--- config.mk ---
export PLATFORM = sky130hd
export DESIGN_NAME = delay_measure_ctrl
export DESIGN_NICKNAME = d
export VERILOG_FILES = /design/src/rtl/delay_measure_ctrl.sv
export SDC_FILE = /design/constraint.sdc
export NUM_CORES = 1
export LEC_CHECK = 0
export CAP_MARGIN = 0
export CORE_ASPECT_RATIO = 1.1
export CORE_MARGIN = 2
export CORE_UTILIZATION = 25
export DETAILED_ROUTE_END_ITERATION = 6
export HOLD_SLACK_MARGIN = 0.08
export PLACE_DENSITY = 0.39
export SLEW_MARGIN = 20
export SYNTH_ARGS = -nofsm -noshare
export SYNTH_HDL_FRONTEND = slang
export SYNTH_SLANG_ARGS = --single-unit
--- constraint.sdc ---
create_clock -name clk -period 7.4 [get_ports clk]
set_clock_uncertainty 0.1 [all_clocks]
set_input_delay 0.74 -clock clk [delete_from_list [all_inputs] [get_ports clk]]
set_output_delay 0.74 -clock clk [all_outputs]
set_load 0.1 [all_outputs]
--- src/rtl/delay_measure_ctrl.sv ---
// Launch/capture controller: toggles path_input once per trial, times the
// synchronized path_result response, and accumulates sum/min/max/last latency.
module delay_measure_ctrl #(
  parameter int CNT_W      = 32,
  parameter int LOG_TRIALS = 4,
  parameter int SETTLE     = 16,
  parameter int TIMEOUT    = 1024,
  parameter bit INVERT     = 1'b0
) (
  input  logic                       clk,
  input  logic                       rst,
  input  logic                       start,
  output logic                       path_input,
  input  logic                       path_result,
  output logic                       busy,
  output logic                       done,
  output logic                       timeout,
  output logic [LOG_TRIALS-1:0]      trial_idx,
  output logic [CNT_W-1:0]           last_lat,
  output logic [CNT_W+LOG_TRIALS-1:0] lat_sum,
  output logic [CNT_W-1:0]           lat_min,
  output logic [CNT_W-1:0]           lat_max
);

  localparam int SUM_W = CNT_W + LOG_TRIALS;
  localparam int SET_W = $clog2(SETTLE + 1);
  localparam logic [SET_W-1:0]      SET_LAST   = SET_W'(SETTLE - 1);
  localparam logic [CNT_W-1:0]      TMO        = CNT_W'(TIMEOUT);
  localparam logic [LOG_TRIALS-1:0] LAST_TRIAL = '1;

  typedef enum logic [2:0] {
    S_IDLE, S_SETTLE, S_LAUNCH, S_WAIT, S_RECORD, S_DONE
  } state_t;

  state_t           state;
  logic [SET_W-1:0] settleCnt;
  logic [CNT_W-1:0] cnt;
  logic             s1, s2;
  logic             match;

  // path_result is unrelated to clk, so it only enters through two flops
  always_ff @(posedge clk or posedge rst) begin
    if (rst) begin
      s1 <= 1'b0;
      s2 <= 1'b0;
    end else begin
      s1 <= path_result;
      s2 <= s1;
    end
  end

  assign match = (s2 == (path_input ^ INVERT));

  always_ff @(posedge clk or posedge rst) begin
    if (rst) begin
      state      <= S_IDLE;
      settleCnt  <= '0;
      cnt        <= '0;
      path_input <= 1'b0;
      busy       <= 1'b0;
      done       <= 1'b0;
      timeout    <= 1'b0;
      trial_idx  <= '0;
      last_lat   <= '0;
      lat_sum    <= '0;
      lat_min    <= '0;
      lat_max    <= '0;
    end else begin
      done <= 1'b0;
      case (state)
        S_IDLE: begin
          if (start) begin
            lat_sum   <= '0;
            lat_max   <= '0;
            lat_min   <= '1;
            trial_idx <= '0;
            timeout   <= 1'b0;
            settleCnt <= '0;
            busy      <= 1'b1;
            state     <= S_SETTLE;
          end
        end
        S_SETTLE: begin
          if (settleCnt == SET_LAST) state <= S_LAUNCH;
          else settleCnt <= settleCnt + SET_W'(1);
        end
        S_LAUNCH: begin
          path_input <= ~path_input;
          cnt        <= '0;
          state      <= S_WAIT;
        end
        S_WAIT: begin
          cnt <= cnt + CNT_W'(1);
          // a match on the TIMEOUT cycle still counts as a good trial
          if (match) begin
            last_lat <= cnt;
            state    <= S_RECORD;
          end else if (cnt == TMO) begin
            timeout <= 1'b1;
            done    <= 1'b1;
            state   <= S_DONE;
          end
        end
        S_RECORD: begin
          lat_sum   <= lat_sum + SUM_W'(last_lat);
          if (last_lat < lat_min) lat_min <= last_lat;
          if (last_lat > lat_max) lat_max <= last_lat;
          trial_idx <= trial_idx + LOG_TRIALS'(1);
          settleCnt <= '0;
          if (trial_idx == LAST_TRIAL) begin
            done  <= 1'b1;
            state <= S_DONE;
          end else begin
            state <= S_SETTLE;
          end
        end
        S_DONE: begin
          busy  <= 1'b0;
          state <= S_IDLE;
        end
        default: state <= S_IDLE;
      endcase
    end
  end

endmodule

==> flow_summary.yaml, run 1 <==
outcome:
  status: "finished clean"
drt:
  vias: 9090
  ant_nets: 0
  vias_per_cell: 4.74
  wire_per_inst_um: 18.8
  drtIter0Drc: 340
  drt_pre_antenna_iters: 5
  drt-total-wl_um: 36100
  drt_drc_violations_left: 0
clocking:
  clkLatencyLatePin_ps: 450
  clock_sinks: 182
  cts_setup_buffers: 0
  cts_buffer_depth: 2
  cts-resized-gates: 0
  path_clk_slew_ps: 80
  hold_buffers: 0
  clock-root-buffer: "clkbuf_16"
  cts_tree: "yes"
  cts_buffers: 17
  htreeDepth: 4
setup_path:
  path_cells: "nor2_1 -> nand2_2 -> a211oi_1 -> o21ai_0 -> o21a_1 -> a31oi_4 -> buf_4 -> mux2_2"
  slowest_delay_ps: 650
  crit_type: "flip-flop to flip-flop"
  cp_max_fo: 22
  worstSetupStartpointType: "flip-flop"
  required_ps: 7650
  worst_path_max_delay_cell: "dfrtp_1"
  end_kind: "flip-flop"
  critical_path_arrival_ps: 3810
pwr:
  power.density_mw_per_mm2: 257
  netSwitchingPower_mw: 1.64
  p_int_mw: 1.90
  p_sw_share_pct: 46.3
  vdd_drop_max_mv: 0.170
  combPwrFrac_pct: 38.4
  power_mw: 3.54
  leakage_nw: 6.31
  clockPowerShare_pct: 26.4
  seq_power_share_pct: 35.2
finish:
  layout_common_cells: "182 x dfrtp_1, 163 x nand2_1, 143 x clkdlybuf4s50_1, 100 x ha_1, 87 x nor2_1"
  nets: 1429
  n_antenna_cell: 0
  final_layout_size_suffix_gt1_share_pct: 7.48
  fin_cells: 1918
  area_delta_synth_final_pct: 23.7
  final_common_cell: "dfrtp_1"
  design_area_mm2: 0.0138
floorplan:
  start_util_pct: 25.2
  ios: 144
  dieHeight_um: 225
  core-area_mm2: 0.0442
  die_x_um: 205
  row_count: 81
  fp.dieArea_mm2: 0.0463
synth:
  synthFlopType: "dfrtp_1"
  synth_nets: 1306
  synth.distinct_cells: 70
  yosysWarnings: 0
  yosys.area.top_type: "dfrtp_1"
  synth_edf_count: 0
  yosys-top-cells-area: "dfrtp_1 41%, ha_1 11%, mux2i_1 6.4%, nand2_1 5.5%, o21ai_0 3.4%"
  yosysTopAreaCellShare_pct: 40.9
  postSynthAreaPerCell_um2: 9.28
  synth-async-reset-ratio_pct: 100
  ys_ff_latch: 182
  synthCells: 1201
  synth_area_mm2: 0.0111
  ys_seq_area_share_pct: 40.9
sta:
  timing.final.hold_violations: 0
  max_slew.worst_pin.slew_ps: 1070
  finalMaxSlewViolations: 0
  fin_tns_setup_ps: 0
  setup_violations: 0
  max_freq_mhz: 281
  timing.final.crit_period_ps: 3560
  max-slew-margin-rel_pct: 28.3
  finalCritPeriodShare_pct: 48.1
  worst_slack_ps: 3840
  grt_setup_unrepaired: "false"
job:
  maxCapViolCount: 0
global_routing:
  first_global_vias: 9071
  grt_max_degree: 121
  track_usage_pct: 16.1
  antenna_found_initial: 0
  grt_pass1_wl_um: 56500
  overflow: 0
placement:
  pre_cts_ws_ps: 3690
  placed_cells: 1886
  place_area_mm2: 0.0132
  io_buffers: 143
  dp_hpwl_um: 26400
  globalplace.congestion: 0.845
hold_path:
  holdCritPathClass: "flip-flop to flip-flop"
power by group through the flow:
stage | Combinational (mW) | Sequential (mW) | Clock, mW
finish | 1.36 | 1.24 | 0.933
global route | 1.45 | 1.27 | 1.01
CTS | 1.37 | 1.25 | 0.972
detailed placement | 1.37 | 1.27 | 0
global placement | 1.37 | 1.27 | 0
floorplan | 0.443 | 1.82 | 0
cell families after synthesis:
kind of cell | after synthesis | share of synthesized area, %
AND/OR/NAND/NOR | 391 | 16.3
adder cells (fa/ha/maj) | 101 | 11.4
XOR/XNOR | 45 | 3.54
flip-flops | 182 | 40.9
AO/OA/AOI/OAI | 244 | 13.3
multiplexers | 104 | 9.71
buffers and inverters | 134 | 4.85
layer usage:
metal | global-route usage (%) | vias up | wire, um
met5 | 0 | - | 0
met4 | 4.57 | 0 | 602
met3 | 2.62 | 24 | 1250
met2 | 26.2 | 176 | 16900
met1 | 22.0 | 4428 | 17400
li1 | - | 4462 | -
flip-flops by register name (all words and copies together) (netlist names):
register    count
lat_max        32
s1              1
last_lat       32
settleCnt       5
lat_min        32
path_input      1
state           3
done            1
timeout         1
cnt            32
lat_sum        36
busy            1
trial_idx       4
s2              1
final cells by class:
cell class,instances,area (um2)
timing repair buffer,152,1500
clock buffer,17,425
tap,581,727
fill,4727,30400
multi-input combinational,885,6080
inverter,86,330
sequential,182,4550
clock inverter,15,163
synth_stat cells (all sizes together) (26+ instances only):
cell / number
a21o: 32
nor2: 89
o21ai: 79
ha: 100
mux2i: 71
nand2: 164
inv: 86
xor2: 26
dfrtp: 182
nand3: 35
a21oi: 72
clkbuf: 32
nand4: 37
mux2: 33
per-stage QoR:
step	util (%)	hold WS (ps)
2_1_floorplan	-	231
3_3_place_gp	29.9	241
3_5_place_dp	29.9	244
4_1_cts	31.2	263
5_1_grt	31.2	280
6_report	31.2	256
final timing paths:
| kind | end | from | slack, ps | cells past startpoint |
|---|---|---|---|---|
| worst max register to register | lat_min[0] | state[0] | 3840 | 8 |
| worst min register to register | s2 | s1 | 260 | 0 |
| worst max-delay path | lat_min[0] | state[0] | 3840 | 8 |
| min in group asynchronous | lat_min[27] | rst | 770 | 2 |
| worst min-delay path | s2 | s1 | 260 | 0 |
| max in group asynchronous | lat_max[21] | rst | 4940 | 3 |
critical path, delay by kind of cell (launching register included):
family,cells,cell delay [ps]
buffers and inverters,1,460
flip-flops,1,650
AO/OA/AOI/OAI,4,1150
AND/OR/NAND/NOR,2,680
multiplexers,1,380
No activity file was read; power rests on OpenSTA's default activity.
==> inputs of run 2 (changes only) <==
==> constraint.sdc (replaced) <==
create_clock -name clk -period 3.5 [get_ports clk]
set_clock_uncertainty 0.1 [all_clocks]
set_input_delay 0.35 -clock clk [delete_from_list [all_inputs] [get_ports clk]]
set_output_delay 0.35 -clock clk [all_outputs]
set_load 0.1 [all_outputs]
==> run 2 against run 1 <==
Net effect: via count grew 1.1%; worst hold slack lost 25 ps; register-to-register slack lost 3500 ps; cell count grew 1.5%; die area is the same; maximum frequency grew 11%; core utilization grew 0.50 points; global-route usage grew 0.73 points; critical path depth grew 2; first-iteration DRC count grew 38%.
==> flow_summary.yaml, run 2 (same netlist as run 1, synthesis figures left out) <==
setup_path:
  reg2reg_from: "last_lat[0]"
  end_kind: "flip-flop"
  required_ps: 3780
  path_cells: "ha_1 -> fa_1 -> a211oi_1 -> o21ai_0 -> a21oi_1 -> a21oi_1 -> or4_1 -> nand2_1 -> o31a_2 -> mux2i_1"
  slowest_delay_ps: 580
  crit_top_cell: "a21oi_1"
  endpoint: "lat_sum[32]"
  critPathBufInv: 0
  r2r-end: "lat_sum[32]"
  critical_path_arrival_ps: 3480
  worst_path_max_delay_cell: "or4_1"
  cp_num_cells: 10
  rr_worst_depth: 10
  crit_start: "last_lat[0]"
  cp_max_fo: 4
  ff2ff_setup_slack_ps: 300
  crit_type: "flip-flop to flip-flop"
  worstSetupStartpointType: "flip-flop"
  cp_top_family: "compound AO/OA/AOI/OAI gates"
drt:
  wl_met1_um: 17300
  wl_met3_um: 1480
  vias_per_cell: 4.72
  drt_drc_violations_left: 0
  drtIter0Drc: 468
  drt_pre_antenna_iters: 5
  top_layer: "met4"
  ant_nets: 0
  drt-total-wl_um: 37700
  vias: 9192
  wire_per_inst_um: 19.3
  met2_length_um: 18100
sta:
  grt_setup_unrepaired: "false"
  finalMaxSlewViolations: 0
  max_slew.worst_pin.slew_ps: 1050
  max_freq_mhz: 313
  setup_violations: 0
  finalCritPeriodShare_pct: 91.3
  worst_slack_ps: 303
  timing.final.hold_violations: 0
  timing.final.crit_period_ps: 3200
  fin_tns_setup_ps: 0
  max-slew-margin-rel_pct: 29.8
pwr:
  power.density_mw_per_mm2: 535
  leakage_nw: 6.50
  vdd_drop_max_mv: 0.387
finish:
  layout_common_cells: "182 x dfrtp_1, 163 x nand2_1, 125 x clkdlybuf4s50_1, 100 x ha_1, 87 x nor2_1"
  area_delta_synth_final_pct: 25.7
  top_register: "lat_sum"
  fillers: 4709
  multi_input_area_mm2: 0.00608
  final_layout_size_suffix_gt1_share_pct: 10.8
  n_antenna_cell: 0
  nets: 1458
  final_common_cell: "dfrtp_1"
  ff_latch_area_mm2: 0.00455
  largest_register_ffs: 36
global_routing:
  overflow: 0
  grt_pass1_wl_um: 58700
  track_usage_pct: 16.8
  grt_max_degree: 64
  antenna_found_initial: 0
  first_global_vias: 9255
outcome:
  status: "finished clean"
clocking:
  clock-root-buffer: "clkbuf_16"
  htreeDepth: 4
  cts_buffer_depth: 2
  cts-resized-gates: 0
  hold_buffers: 0
  cts_setup_buffers: 0
  clkLatencyLatePin_ps: 460
  cts_tree: "yes"
  path_clk_slew_ps: 80
  clock_sinks: 182
  cts_buffers: 17
floorplan:
  die_x_um: 205
  row_count: 81
  ios: 144
  core-area_mm2: 0.0442
  start_util_pct: 25.2
  fp.dieArea_mm2: 0.0463
  dieHeight_um: 225
job:
  maxCapViolCount: 0
placement:
  globalplace.congestion: 0.841
  pre_cts_ws_ps: 325
  io_buffers: 143
  dp_hpwl_um: 28000
hold_path:
  holdCritPathClass: "input pin to flip-flop"
  hp-start: "path_result"
==> run 2: cell count changes in the layout (fill, tap and decap cells not counted) <==
cell and delta:
clkdlybuf4s50_1 -18, buf_12 +5, buf_4 +42, clkinvlp_4 +3
clkbuf_8 +1, inv_8 -3, clkinv_8 -1
==> run 2: worst min-delay path by stage <==
stage	to	slack (ps)	cells after the start
after global routing	s1	210	1
after detailed placement	s2	240	0
after global placement	s2	230	0
final	s1	230	1
after CTS	s1	200	1
after floorplan	s2	230	0
==> run 2: power breakdown <==
group	internal (mW)	switching (mW)	total, mW
Combinational	0.757	2.20	2.96
Sequential	2.33	0.258	2.59
Clock	0.963	0.986	1.95
Total	4.05	3.44	7.49
==> run 2: layer usage <==
metal  track usage (%)  vias up
li1                  -     4527
met1              22.2     4458
met2              27.9      174
met3              3.02       33
met4              5.08        0
met5                 0        -
==> run 2: cell type report <==
class                      instances  area share (%)
clock inverter                    14           0.992
timing repair buffer             181            12.4
tap                              581            5.19
sequential                       182            32.5
multi-input combinational        885            43.4
clock buffer                      18            3.14
inverter                          86            2.33
==> run 2: worst register-to-register path: cells and delay by family, from the launching register on <==
family	cells	cell delay, ps
AO/OA/AOI/OAI	5	1050
adder cells (fa/ha/maj)	2	670
multiplexers	1	170
flip-flops	1	420
AND/OR/NAND/NOR	2	720
==> run 2: through the flow <==
| stage | hold WS, ps | instances | area [um2] | power (mW) | utilization, % |
|---|---|---|---|---|---|
| after floorplan | 231 | 1201 | 11100 | 4.79 | - |
| after global routing | 213 | 1947 | 14000 | 7.90 | 31.7 |
| after detailed placement | 240 | 1915 | 13400 | 5.63 | 30.4 |
| after global placement | 234 | 1915 | 13400 | 5.63 | 30.4 |
| after CTS | 203 | 1947 | 14000 | 7.63 | 31.7 |
| final | 232 | 1947 | 14000 | 7.49 | 31.7 |
==> inputs of run 3 (changes only) <==
--- a/config.mk
+++ b/config.mk
@@ -9,10 +9,11 @@
 export CORE_ASPECT_RATIO = 1.1
 export CORE_MARGIN = 2
 export CORE_UTILIZATION = 25
+export CTS_BUF_LIST = sky130_fd_sc_hd__clkbuf_16
 export DETAILED_ROUTE_END_ITERATION = 6
 export HOLD_SLACK_MARGIN = 0.08
 export PLACE_DENSITY = 0.39
-export SLEW_MARGIN = 20
+export SLEW_MARGIN = 0
 export SYNTH_ARGS = -nofsm -noshare
 export SYNTH_HDL_FRONTEND = slang
 export SYNTH_SLANG_ARGS = --single-unit
==> constraint.sdc (replaced) <==
create_clock -name clk -period 3.7 [get_ports clk]
set_clock_uncertainty 0.1 [all_clocks]
set_input_delay 0.37 -clock clk [delete_from_list [all_inputs] [get_ports clk]]
set_output_delay 0.37 -clock clk [all_outputs]
set_load 0.1 [all_outputs]
==> run 3 against run 2 <==
Net effect: sequential share of layout area about the same; core utilization about the same; largest power group unchanged; largest cell class unchanged; critical path type unchanged; maximum frequency shrank 2.6%; non-clock buffer count is 4 lower; combinational power is 5% lower.
==> flow_summary.yaml, run 3 (same netlist as run 1, synthesis figures left out) <==
outcome:
  status: "finished clean"
sta:
  timing.final.hold_violations: 0
  max_slew.worst_pin.slew_ps: 1070
  finalCritPeriodShare_pct: 88.7
  max-slew-margin-rel_pct: 28.4
  timing.final.crit_period_ps: 3280
  worst_slack_ps: 419
  grt_setup_unrepaired: "false"
  finalMaxSlewViolations: 0
  fin_tns_setup_ps: 0
  setup_violations: 0
  max_freq_mhz: 305
clocking:
  cts-resized-gates: 0
  htreeDepth: 4
  clkLatencyLatePin_ps: 460
  clock_sinks: 182
  clock-root-buffer: "clkbuf_16"
  path_clk_slew_ps: 80
  cts_tree: "yes"
  cts_setup_buffers: 0
  cts_buffers: 17
  hold_buffers: 0
  cts_buffer_depth: 2
finish:
  nets: 1454
  final_common_cell: "dfrtp_1"
  largest_register_ffs: 36
  area_delta_synth_final_pct: 25.5
  final_layout_size_suffix_gt1_share_pct: 9.03
  layout_common_cells: "182 x dfrtp_1, 163 x nand2_1, 143 x clkdlybuf4s50_1, 100 x ha_1, 87 x nor2_1"
  top_register: "lat_sum"
  design_area_mm2: 0.0140
  n_antenna_cell: 0
setup_path:
  end_kind: "flip-flop"
  cp_max_fo: 4
  crit_top_cell: "a21oi_1"
  crit_type: "flip-flop to flip-flop"
  worst_path_max_delay_cell: "or4_1"
  critPathBufInv: 0
  critical_path_arrival_ps: 3550
  required_ps: 3970
  path_cells: "ha_1 -> fa_1 -> a211oi_1 -> o21ai_0 -> a21oi_1 -> a21oi_1 -> or4_1 -> nand2_1 -> o31a_2 -> mux2i_1"
  slowest_delay_ps: 590
  cp_top_family: "compound AO/OA/AOI/OAI gates"
  worstSetupStartpointType: "flip-flop"
  ff2ff_setup_slack_ps: 420
global_routing:
  antenna_found_initial: 0
  grt_max_degree: 77
  track_usage_pct: 16.6
  grt_pass1_wl_um: 57700
  overflow: 0
  first_global_vias: 9174
placement:
  globalplace.congestion: 0.811
  pre_cts_ws_ps: 533
  dp_hpwl_um: 27800
  place_area_mm2: 0.0134
  io_buffers: 143
floorplan:
  core-area_mm2: 0.0442
  ios: 144
  start_util_pct: 25.2
  die_x_um: 205
  fp.dieArea_mm2: 0.0463
  dieHeight_um: 225
  row_count: 81
drt:
  drt_pre_antenna_iters: 5
  ant_nets: 0
  vias_per_cell: 4.76
  vias: 9241
  drtIter0Drc: 437
  wire_per_inst_um: 19.2
  drt-total-wl_um: 37400
  drt_drc_violations_left: 0
pwr:
  power.density_mw_per_mm2: 505
  vdd_drop_max_mv: 0.446
  leakage_nw: 6.44
hold_path:
  holdCritPathClass: "input pin to flip-flop"
job:
  maxCapViolCount: 0
## run 3: cell types whose count changed in the layout (fill, tap and decap cells not counted)
cell	change
buf_12	-1
bufinv_16	+1
clkinv_8	-2
inv_1	+1
inv_8	-2
clkdlybuf4s50_1	+18
clkinvlp_4	-1
clkinv_2	+3
clkbuf_8	-1
buf_4	-21
clkinv_1	+1
## run 3: stage by stage
stage                     power, mW  utilization, %  std cells  hold slack, ps
after global placement         5.32            30.4       1911             248
after detailed placement       5.33            30.4       1911             240
after floorplan                4.53               -       1201             231
after CTS                      7.18            31.6       1943             231
final                          7.07            31.6       1943             251
after global routing           7.45            31.6       1943             236
## run 3: area by class of cell
class                      instances  area (um2)
sequential                       182        4550
multi-input combinational        885        6080
clock buffer                      17         425
fill                            4688       30200
timing repair buffer             177        1740
clock inverter                    15         129
tap                              581         727
inverter                          86         327
## run 3: per-layer routing
metal	wire, um	vias to the layer above	track usage [%]
li1	-	4516	-
met4	584	0	4.69
met2	17800	166	27.5
met3	1320	26	2.49
met1	17700	4533	22.3
met5	0	-	0
## run 3: final timing paths
check                            start     endpoint  depth (start not counted)
setup / recovery           last_lat[0]  lat_sum[32]                         10
hold / removal             path_result           s1                          1
setup reg to reg           last_lat[0]  lat_sum[32]                         10
hold reg to reg                     s1           s2                          0
max in group asynchronous          rst  last_lat[6]                          3
min in group asynchronous          rst      cnt[23]                          2
## run 3: worst register-to-register path, delay by kind of cell, from the launching register on
kind | cells | cell delay [ps]
flip-flops | 1 | 410
AO/OA/AOI/OAI | 5 | 1090
adder cells (fa/ha/maj) | 2 | 670
multiplexers | 1 | 190
AND/OR/NAND/NOR | 2 | 730
## run 3: power breakdown
| group | internal, mW | total (mW) | switching [mW] |
|---|---|---|---|
| Combinational | 0.720 | 2.80 | 2.08 |
| Sequential | 2.20 | 2.46 | 0.253 |
| Clock | 0.931 | 1.81 | 0.877 |
